[config.mk]
export PLATFORM = sky130hd
export DESIGN_NAME = writeback_scoreboard
export DESIGN_NICKNAME = d
export VERILOG_FILES = /design/src/rtl/writeback_scoreboard_pkg.sv /design/src/rtl/result_fifo.sv /design/src/rtl/writeback_scoreboard.sv
export SDC_FILE = /design/constraint.sdc
export NUM_CORES = 1
export LEC_CHECK = 0
export BUFFER_PORTS_ARGS = -buffer_cell sky130_fd_sc_hd__buf_2
export CAP_MARGIN = 40
export CORE_MARGIN = 2
export CORE_UTILIZATION = 50
export CTS_BUF_LIST = sky130_fd_sc_hd__clkbuf_8 sky130_fd_sc_hd__clkbuf_16
export DETAILED_ROUTE_END_ITERATION = 8
export GPL_TIMING_DRIVEN = 0
export HOLD_SLACK_MARGIN = 0.08
export PLACE_DENSITY_LB_ADDON = 0.1
export SLEW_MARGIN = 10
export SYNTH_ARGS = -nofsm -noshare
export SYNTH_HDL_FRONTEND = slang
export SYNTH_SLANG_ARGS = --single-unit
[constraint.sdc]
create_clock -name clk -period 6.3 [get_ports clk]
set_clock_uncertainty 0.1 [all_clocks]
set_input_delay 1.26 -clock clk [delete_from_list [all_inputs] [get_ports clk]]
set_output_delay 1.26 -clock clk [all_outputs]
set_load 0.01 [all_outputs]
[src/rtl/writeback_scoreboard_pkg.sv]
`default_nettype none
// ============================================================================
// Module      : writeback_scoreboard_pkg
// Description : Shared types and constants for the writeback/scoreboard block.
//               Holds the default memory-result FIFO depth and the
//               writeback source-select encoding.
// Revision    : 1.0 - initial release
// ============================================================================
package writeback_scoreboard_pkg;

  // Default number of buffered memory results (power of two, >= 2)
  localparam int WB_FIFO_DEPTH_DEFAULT = 4;

  // Which producer drives the register-bank write port next cycle
  typedef enum logic [1:0] {
    WB_SEL_NONE = 2'd0,
    WB_SEL_ALU  = 2'd1,
    WB_SEL_FIFO = 2'd2,
    WB_SEL_MEM  = 2'd3
  } wb_sel_e;

endpackage : writeback_scoreboard_pkg
`default_nettype wire

[src/rtl/result_fifo.sv]
`default_nettype none
// ============================================================================
// Module      : result_fifo
// Description : Circular-buffer FIFO for queued memory results. Pointers carry
//               one extra wrap bit so full and empty are told apart purely by
//               pointer comparison. The head entry is presented on dout.
// Revision    : 1.0 - initial release
// ============================================================================
module result_fifo #(
  parameter int WIDTH = 37,
  parameter int DEPTH = 4
) (
  input  logic             clk,
  input  logic             reset,
  input  logic             push,
  input  logic             pop,
  input  logic [WIDTH-1:0] din,
  output logic [WIDTH-1:0] dout,
  output logic             full,
  output logic             empty
);

  localparam int PTR_W = $clog2(DEPTH);

  logic [WIDTH-1:0] storage [DEPTH];
  logic [PTR_W:0]   wr_ptr;
  logic [PTR_W:0]   rd_ptr;

  // Same slot index: equal wrap bits mean empty, differing wrap bits mean full
  assign empty = (wr_ptr == rd_ptr);
  assign full  = (wr_ptr[PTR_W-1:0] == rd_ptr[PTR_W-1:0]) &&
                 (wr_ptr[PTR_W] != rd_ptr[PTR_W]);
  assign dout  = storage[rd_ptr[PTR_W-1:0]];

  // Pointer update; reset discards everything queued
  always_ff @(posedge clk) begin
    if (reset) begin
      wr_ptr <= '0;
      rd_ptr <= '0;
    end else begin
      if (push) wr_ptr <= wr_ptr + 1'b1;
      if (pop)  rd_ptr <= rd_ptr + 1'b1;
    end
  end

  // Entry storage; contents are don't-care until the write pointer passes them
  always_ff @(posedge clk) begin
    if (push) storage[wr_ptr[PTR_W-1:0]] <= din;
  end

endmodule : result_fifo
`default_nettype wire

[src/rtl/writeback_scoreboard.sv]
`default_nettype none
// ============================================================================
// Module      : writeback_scoreboard
// Description : Writeback stage feeding the register bank write port. Merges
//               single-cycle ALU results with ready/valid memory results
//               (buffered in result_fifo) and keeps a per-register busy
//               scoreboard that decode uses to stall on RAW/WAW hazards.
// Revision    : 1.0 - initial release
// ============================================================================
module writeback_scoreboard
  import writeback_scoreboard_pkg::*;
#(
  parameter int REGISTER_SIZE = 32,
  parameter int ADDRESS_SIZE  = 5,
  parameter int FIFO_DEPTH    = WB_FIFO_DEPTH_DEFAULT
) (
  input  logic                     clk,
  input  logic                     reset,
  input  logic                     alu_valid,
  input  logic [ADDRESS_SIZE-1:0]  alu_addr,
  input  logic [REGISTER_SIZE-1:0] alu_data,
  input  logic                     mem_valid,
  output logic                     mem_ready,
  input  logic [ADDRESS_SIZE-1:0]  mem_addr,
  input  logic [REGISTER_SIZE-1:0] mem_data,
  input  logic                     issue_valid,
  input  logic [ADDRESS_SIZE-1:0]  issue_src1,
  input  logic [ADDRESS_SIZE-1:0]  issue_src2,
  input  logic [ADDRESS_SIZE-1:0]  issue_dst,
  input  logic                     issue_has_dst,
  output logic                     stall,
  output logic                     wb_write,
  output logic [ADDRESS_SIZE-1:0]  wb_addr,
  output logic [REGISTER_SIZE-1:0] wb_data
);

  localparam int NUM_REGS = 1 << ADDRESS_SIZE;
  localparam int ENTRY_W  = ADDRESS_SIZE + REGISTER_SIZE;

  logic                     fifo_push;
  logic                     fifo_pop;
  logic                     fifo_full;
  logic                     fifo_empty;
  logic [ENTRY_W-1:0]       fifo_din;
  logic [ENTRY_W-1:0]       fifo_dout;

  wb_sel_e                  sel;
  logic [ADDRESS_SIZE-1:0]  sel_addr;
  logic [REGISTER_SIZE-1:0] sel_data;

  logic [NUM_REGS-1:0]      busy;
  logic [NUM_REGS-1:0]      busy_next;
  logic                     issue_accept;

  result_fifo #(
    .WIDTH (ENTRY_W),
    .DEPTH (FIFO_DEPTH)
  ) u_result_fifo (
    .clk   (clk),
    .reset (reset),
    .push  (fifo_push),
    .pop   (fifo_pop),
    .din   (fifo_din),
    .dout  (fifo_dout),
    .full  (fifo_full),
    .empty (fifo_empty)
  );

  // Ready reflects fullness before any same-cycle pop
  assign mem_ready = !fifo_full;
  assign fifo_din  = {mem_addr, mem_data};
  assign fifo_pop  = (sel == WB_SEL_FIFO);
  // A memory result that is not bypassed straight to the bank gets queued
  assign fifo_push = mem_valid && !fifo_full && (sel != WB_SEL_MEM);

  // Priority select: ALU, then oldest queued result, then direct memory bypass
  always_comb begin
    sel      = WB_SEL_NONE;
    sel_addr = mem_addr;
    sel_data = mem_data;
    if (alu_valid) begin
      sel      = WB_SEL_ALU;
      sel_addr = alu_addr;
      sel_data = alu_data;
    end else if (!fifo_empty) begin
      sel                  = WB_SEL_FIFO;
      {sel_addr, sel_data} = fifo_dout;
    end else if (mem_valid) begin
      sel = WB_SEL_MEM;
    end
  end

  // Write-port register: one-cycle write pulse; address/data hold when idle
  always_ff @(posedge clk) begin
    if (reset) begin
      wb_write <= 1'b0;
      wb_addr  <= '0;
      wb_data  <= '0;
    end else begin
      wb_write <= (sel != WB_SEL_NONE);
      if (sel != WB_SEL_NONE) begin
        wb_addr <= sel_addr;
        wb_data <= sel_data;
      end
    end
  end

  assign stall = issue_valid &&
                 (busy[issue_src1] || busy[issue_src2] ||
                  (issue_has_dst && busy[issue_dst]));
  assign issue_accept = issue_valid && !stall && issue_has_dst;

  // Scoreboard next state: retire the write in flight, then mark the new
  // producer so that a same-register set overrides the clear
  always_comb begin
    busy_next = busy;
    if (wb_write)     busy_next[wb_addr]   = 1'b0;
    if (issue_accept) busy_next[issue_dst] = 1'b1;
  end

  // Scoreboard register
  always_ff @(posedge clk) begin
    if (reset) busy <= '0;
    else       busy <= busy_next;
  end

endmodule : writeback_scoreboard
`default_nettype wire

# Word-level counts from Yosys, hierarchy flattened

Memory sizes are Yosys's and may differ from the RTL's. A register that Yosys moved wholly into a read port is not among the register bits.
Cells that the tools add are included.

Bits in registers: 76
Memory bits (writable): 148
Input bits: 95
Output and inout port bits: 40
Word-level logic and storage cells: 60
Memories kept: 1

Memories:

| memory                | depth | bits a word | rd ports | clocked after memory_dff | write ports | RTL line          | text |
|---|---|---|---|---|---|---|---|
| u_result_fifo.storage | 4     | 37          | 1        | 1                        | 1           | result_fifo.sv:25 | `logic [WIDTH-1:0] storage [DEPTH];` |

Add/sub/neg operators: 2
Magnitude comparators: 6
Equality and inequality tests: 5
Mux-type cells: 23
Bitwise logic cells: 3
Reduce and logical (&&, ||, !) cells: 14

Operators with widths:

| operator                                                          | count |
|---|---|
| two-way mux 32 bit                                                | 4 |
| bitwise AND 32 bit                                                | 1 |
| NOT 32 bit                                                        | 1 |
| OR 32 bit                                                         | 1 |
| < comparator 5 x 6 -> 1 bit, second input constant                | 4 |
| binary-select mux 1 bit (select 5 bit)                            | 3 |
| demux 1 bit (select 5 bit)                                        | 2 |
| greater-or-equal comparator 5 x 1 -> 1 bit, second input constant | 2 |
| two-way mux 2 bit                                                 | 5 |
| two-way mux 5 bit                                                 | 2 |
| logical AND 1 bit                                                 | 9 |
| two-way mux 1 bit                                                 | 7 |
| adder 3 x 1 -> 3 bit, second input constant                       | 2 |
| equality test 3 bit                                               | 1 |
| equality test 2 bit                                               | 1 |
| equality test 2 bit, second input constant                        | 1 |
| logical NOT 1 bit                                                 | 2 |
| logical OR 1 bit                                                  | 2 |
| != test 2 bit, second input constant                              | 1 |
| nonzero test 2 bit                                                | 1 |
| != test 1 bit                                                     | 1 |

# Logic depth before layout (Yosys ltp)

Depth after elaboration: 9
Depth in mapped cells: 9
Gate-level depth less buffers: 6

# Hierarchy

From an unflattened synthesis, not the netlist that was laid out.

Cells, all modules: 831
Area, all modules: 10438.8 µm²

Modules (own cells, without submodules):

| module               | instances | cells each | area each (µm²) | sequential area each (µm²) |
|---|---|---|---|---|
| result_fifo          | 1         | 233        | 5794.3          | 4604.4 |
| writeback_scoreboard | 1         | 598        | 4644.5          | 1401.3 |

# Worst setup path before layout

No wires, ideal clock.

Kind: input port to output port
Start point: in issue_dst[1]
End point: out stall
Arrival: 2.633 ns
Required time: 4.940 ns
Path slack: 2.307 ns
Stages on the path: 7
Buffers on the path: 1
Cell sequence: buf_6 -> mux4_2 -> and4_4 -> a21oi_2 -> o221a_4 -> o21ai_0 -> o21a_1

Cells in the longest elaborated chain, start to end: 5

RTL lines:

| item                                    | RTL line                    | text |
|---|---|---|
| from (decl)                             | writeback_scoreboard.sv:29  | `input logic [ADDRESS_SIZE-1:0] issue_dst,` |
| binary-select mux 1 bit (select 5 bit)  | writeback_scoreboard.sv:110 | `(issue_has_dst && busy[issue_dst]));` |
| two-way mux 1 bit (not written as such) | writeback_scoreboard.sv:110 |  |
| logical AND 1 bit                       | writeback_scoreboard.sv:110 |  |
| logical OR 1 bit                        | writeback_scoreboard.sv:109 | `(busy[issue_src1] \|\| busy[issue_src2] \|\|` |
| logical AND 1 bit                       | writeback_scoreboard.sv:108 | `assign stall = issue_valid &&` |
| to (decl)                               | writeback_scoreboard.sv:31  | `output logic stall,` |

Every way passes these cells. The select of a mux whose other input is x is not followed.

# Final worst setup path

Start point: in issue_src1[2]
End point: out stall

Cells in the longest elaborated chain, start to end: 5

RTL lines:

| item                                    | RTL line                    | text |
|---|---|---|
| from (decl)                             | writeback_scoreboard.sv:27  | `input logic [ADDRESS_SIZE-1:0] issue_src1,` |
| binary-select mux 1 bit (select 5 bit)  | writeback_scoreboard.sv:109 |  |
| two-way mux 1 bit (not written as such) | writeback_scoreboard.sv:109 |  |
| logical OR 1 bit (2 in a row)           | writeback_scoreboard.sv:109 |  |
| logical AND 1 bit                       | writeback_scoreboard.sv:108 |  |

Every way passes these cells. The select of a mux whose other input is x is not followed.

==> results.yml <==
worst_setup_path:
  cp.arrival_ns: 3.22
  reg2reg_depth: 6
  crit_required_ns: 4.94
  endpoint_kind: "primary output"
  criticalPathCategory: "in2out"
  r2r_slack_ns: 3.67
  rr_endpoint: "wb_addr[1]"
  crit_fanout: 10
  cp-start-kind: "input port"
floorplan:
  die_w_um: 149.7
  core.rowCount: 53
  core_area_um2: 20960
  die_area_um2: 22420
  die_h_um: 149.7
  ios: 135
  start_util_pct: 50.67
route:
  via_per_inst: 5.723
  drtIter0Drc: 473
  drc: 0
  dr.pass1.iters: 5
  ant_nets: 0
  routed_wl_mm: 26.10
  routedWlPerCell_um: 20.11
  via_count: 7429
job:
  timing.max_cap.violations: 0
timing:
  setup_slack_ns: 1.723
  maxSlewViolCount: 0
  fin_crit_sh_pct: 72.65
  setup-violations-final: 0
  period_needed_ns: 4.577
  tightest_slew_ns: 0.7867
  fmax_mhz: 218.5
  maxSlewHeadroom_pct: 47.44
  tns_ns: 0
  final-hold-violation-count: 0
  hold-worst-slack_ns: 0.3468
  rsz0062_at_grt: "false"
power:
  ir_drop_uv: 297.1
  pwr-share-comb_pct: 28.6
  p_per_area_nw_per_um2: 362.2
  p_switching_mw: 1.330
  p_leak_nw: 4.390
  seqPwrFrac_pct: 40.6
  swShare_pct: 29.40
  p_int_mw: 3.194
  total_power_mw: 4.525
  p_clk_share_pct: 30.7
clock_network:
  clockRootBuffer: "clkbuf_16"
  clockBufferDepth: 3
  cts_repair_resize_count: 0
  cts_made_buffers: 24
  htreeDepth: 1
  postCtsSetupBuffers: 0
  cts_sinks: 226
  holdBufCountCts: 0
  clk_pin_slew_ns: 0.06
  clock_latency_ns: 0.53
  cts_tree: "built"
synthesis:
  yosysUniqueCellTypes: 54
  synth_enable_flop_cells: 148
  ys_warn_count: 0
  ys_seq_area_share_pct: 56.56
  syn_nets: 946
  syn_area_per_cell_um2: 12.55
  synthArstFlopShare_pct: 0
  synth_flop_cell: "edfxtp_1"
  synth-seq-cells: 226
  postSynthCellCount: 846
  syn-cell-area_um2: 10620
grt:
  grt_max_degree: 30
  antenna_found_initial: 2
  grt_pass1_wl_mm: 39.93
  grt_usage_pct: 23.27
  gr-total-overflow: 0
  grt_pass1_vias: 7120
final_layout:
  most-common-layout-cells: "buf_2 (150), edfxtp_1 (148), dfxtp_1 (78)"
  final_common_cell: "buf_2"
  fin_nets: 1105
  layout-drive-gt1-share_pct: 28.25
  area_growth_pct: 17.66
  antenna_cells: 0
  num-fill-cells: 1763
  instances_no_fill: 1298
worst_hold_path:
  min_delay_path_depth: 2
  min_delay_worst_endpoint: "wb_data[29]"
  hold_class: "reg2reg"
  hp-start: "wb_data[29]"
place:
  io_buffers: 129
  hpwl_mm: 17.97
  dp_slack_ns: 1.797
  gp_congestion: 0.8655
  dp_cells: 1254
outcome:
  status: "finished, final reports clean"
[registers in the layout (all words and copies together), names as in the netlist, named ones only]
name,cells
wb_addr,5
busy,32
u_result_fifo.wr_ptr,3
wb_write,1
wb_data,32
u_result_fifo.storage,148
u_result_fifo.rd_ptr,3
[cell usage after synthesis (all sizes together) (5+ instances only)]
library cell | n | area share [%]
edfxtp | 148 | 42
dfxtp | 78 | 15
nand2 | 65 | 2.3
o21ai | 49 | 2.3
a21oi | 46 | 2.2
nand2b | 46 | 2.7
mux4 | 40 | 8.5
mux2i | 39 | 3.7
mux2 | 37 | 3.9
o211ai | 37 | 2.6
clkbuf | 34 | 1.2
buf | 30 | 1.8
nor2 | 28 | 0.99
nand4 | 25 | 1.5
nor2b | 25 | 1.5
nand3b | 22 | 1.6
nand3 | 14 | 0.66
nor3b | 9 | 0.64
inv | 6 | 0.21
a22oi | 5 | 0.35
and2 | 5 | 0.29
ha | 5 | 0.59
[power by group through the flow]
stage	combinational [mW]	clock, mW	sequential, mW
global route	1.41	1.47	1.86
detailed placement	1.31	0	1.87
floorplan	0.898	0	1.89
finish	1.30	1.39	1.84
global placement	1.27	0	1.87
CTS	1.32	1.42	1.84
[worst max path at each step]
stage                 end  cells past startpoint     startpoint  slack [ns]
global route        stall                      9  issue_src1[2]        1.66
floorplan           stall                      7   issue_dst[1]        2.31
finish              stall                      9  issue_src1[2]        1.72
CTS                 stall                      9  issue_src1[2]        1.77
detailed placement  stall                      9  issue_src1[2]        1.80
global placement    stall                      9  issue_src1[2]        1.76
[critical path: stages]
cell and delay (ns):
buf_6 0.11, buf_6 0.18, mux2i_1 0.27, a21oi_1 0.10, and3_1 0.18, a31oi_1 0.57
o21ai_0 0.21, o21a_1 0.21, buf_2 0.13
[final cells by class]
class	instances	area [µm²]	area share (%)
flip-flops and latches	226	6006	48.07
multi-input cells	550	4272	34.19
repair buffers	133	733.2	5.869
clock buffers	26	628.1	5.028
well taps	275	344.1	2.754
plain buffers	64	322.8	2.584
clock inverters	18	165.2	1.322
inverters	6	22.52	0.1803
[routing by layer]
metal | wire [µm] | vias to the layer above | global-route usage [%]
met4 | 545 | 4 | 5.236
li1 | - | 3531 | -
met1 | 11580 | 3637 | 32.34
met2 | 12330 | 219 | 38.60
met5 | 21 | - | 0
met3 | 1622 | 38 | 4.055
[cell families (layout without fill, tap and decap cells)]
logic type	count (synthesis)	count (layout)	synth area share, %
multiplexers	116	116	16.09
AND/OR/NAND/NOR	264	264	13.80
adder cells (fa/ha/maj)	5	5	0.5892
flip-flops	226	226	56.56
XOR/XNOR	7	7	0.5774
AO/OA/AOI/OAI	158	158	9.133
buffers and inverters	70	247	3.252
[per-stage QoR]
step / cell area [µm²] / utilization [%]
after floorplan: 10620 / -
after global placement: 11610 / 55.39
after detailed placement: 11700 / 55.83
after CTS: 12490 / 59.62
after global routing: 12490 / 59.62
final: 12490 / 59.62
Note: power is estimated with default switching activity, not from simulation.
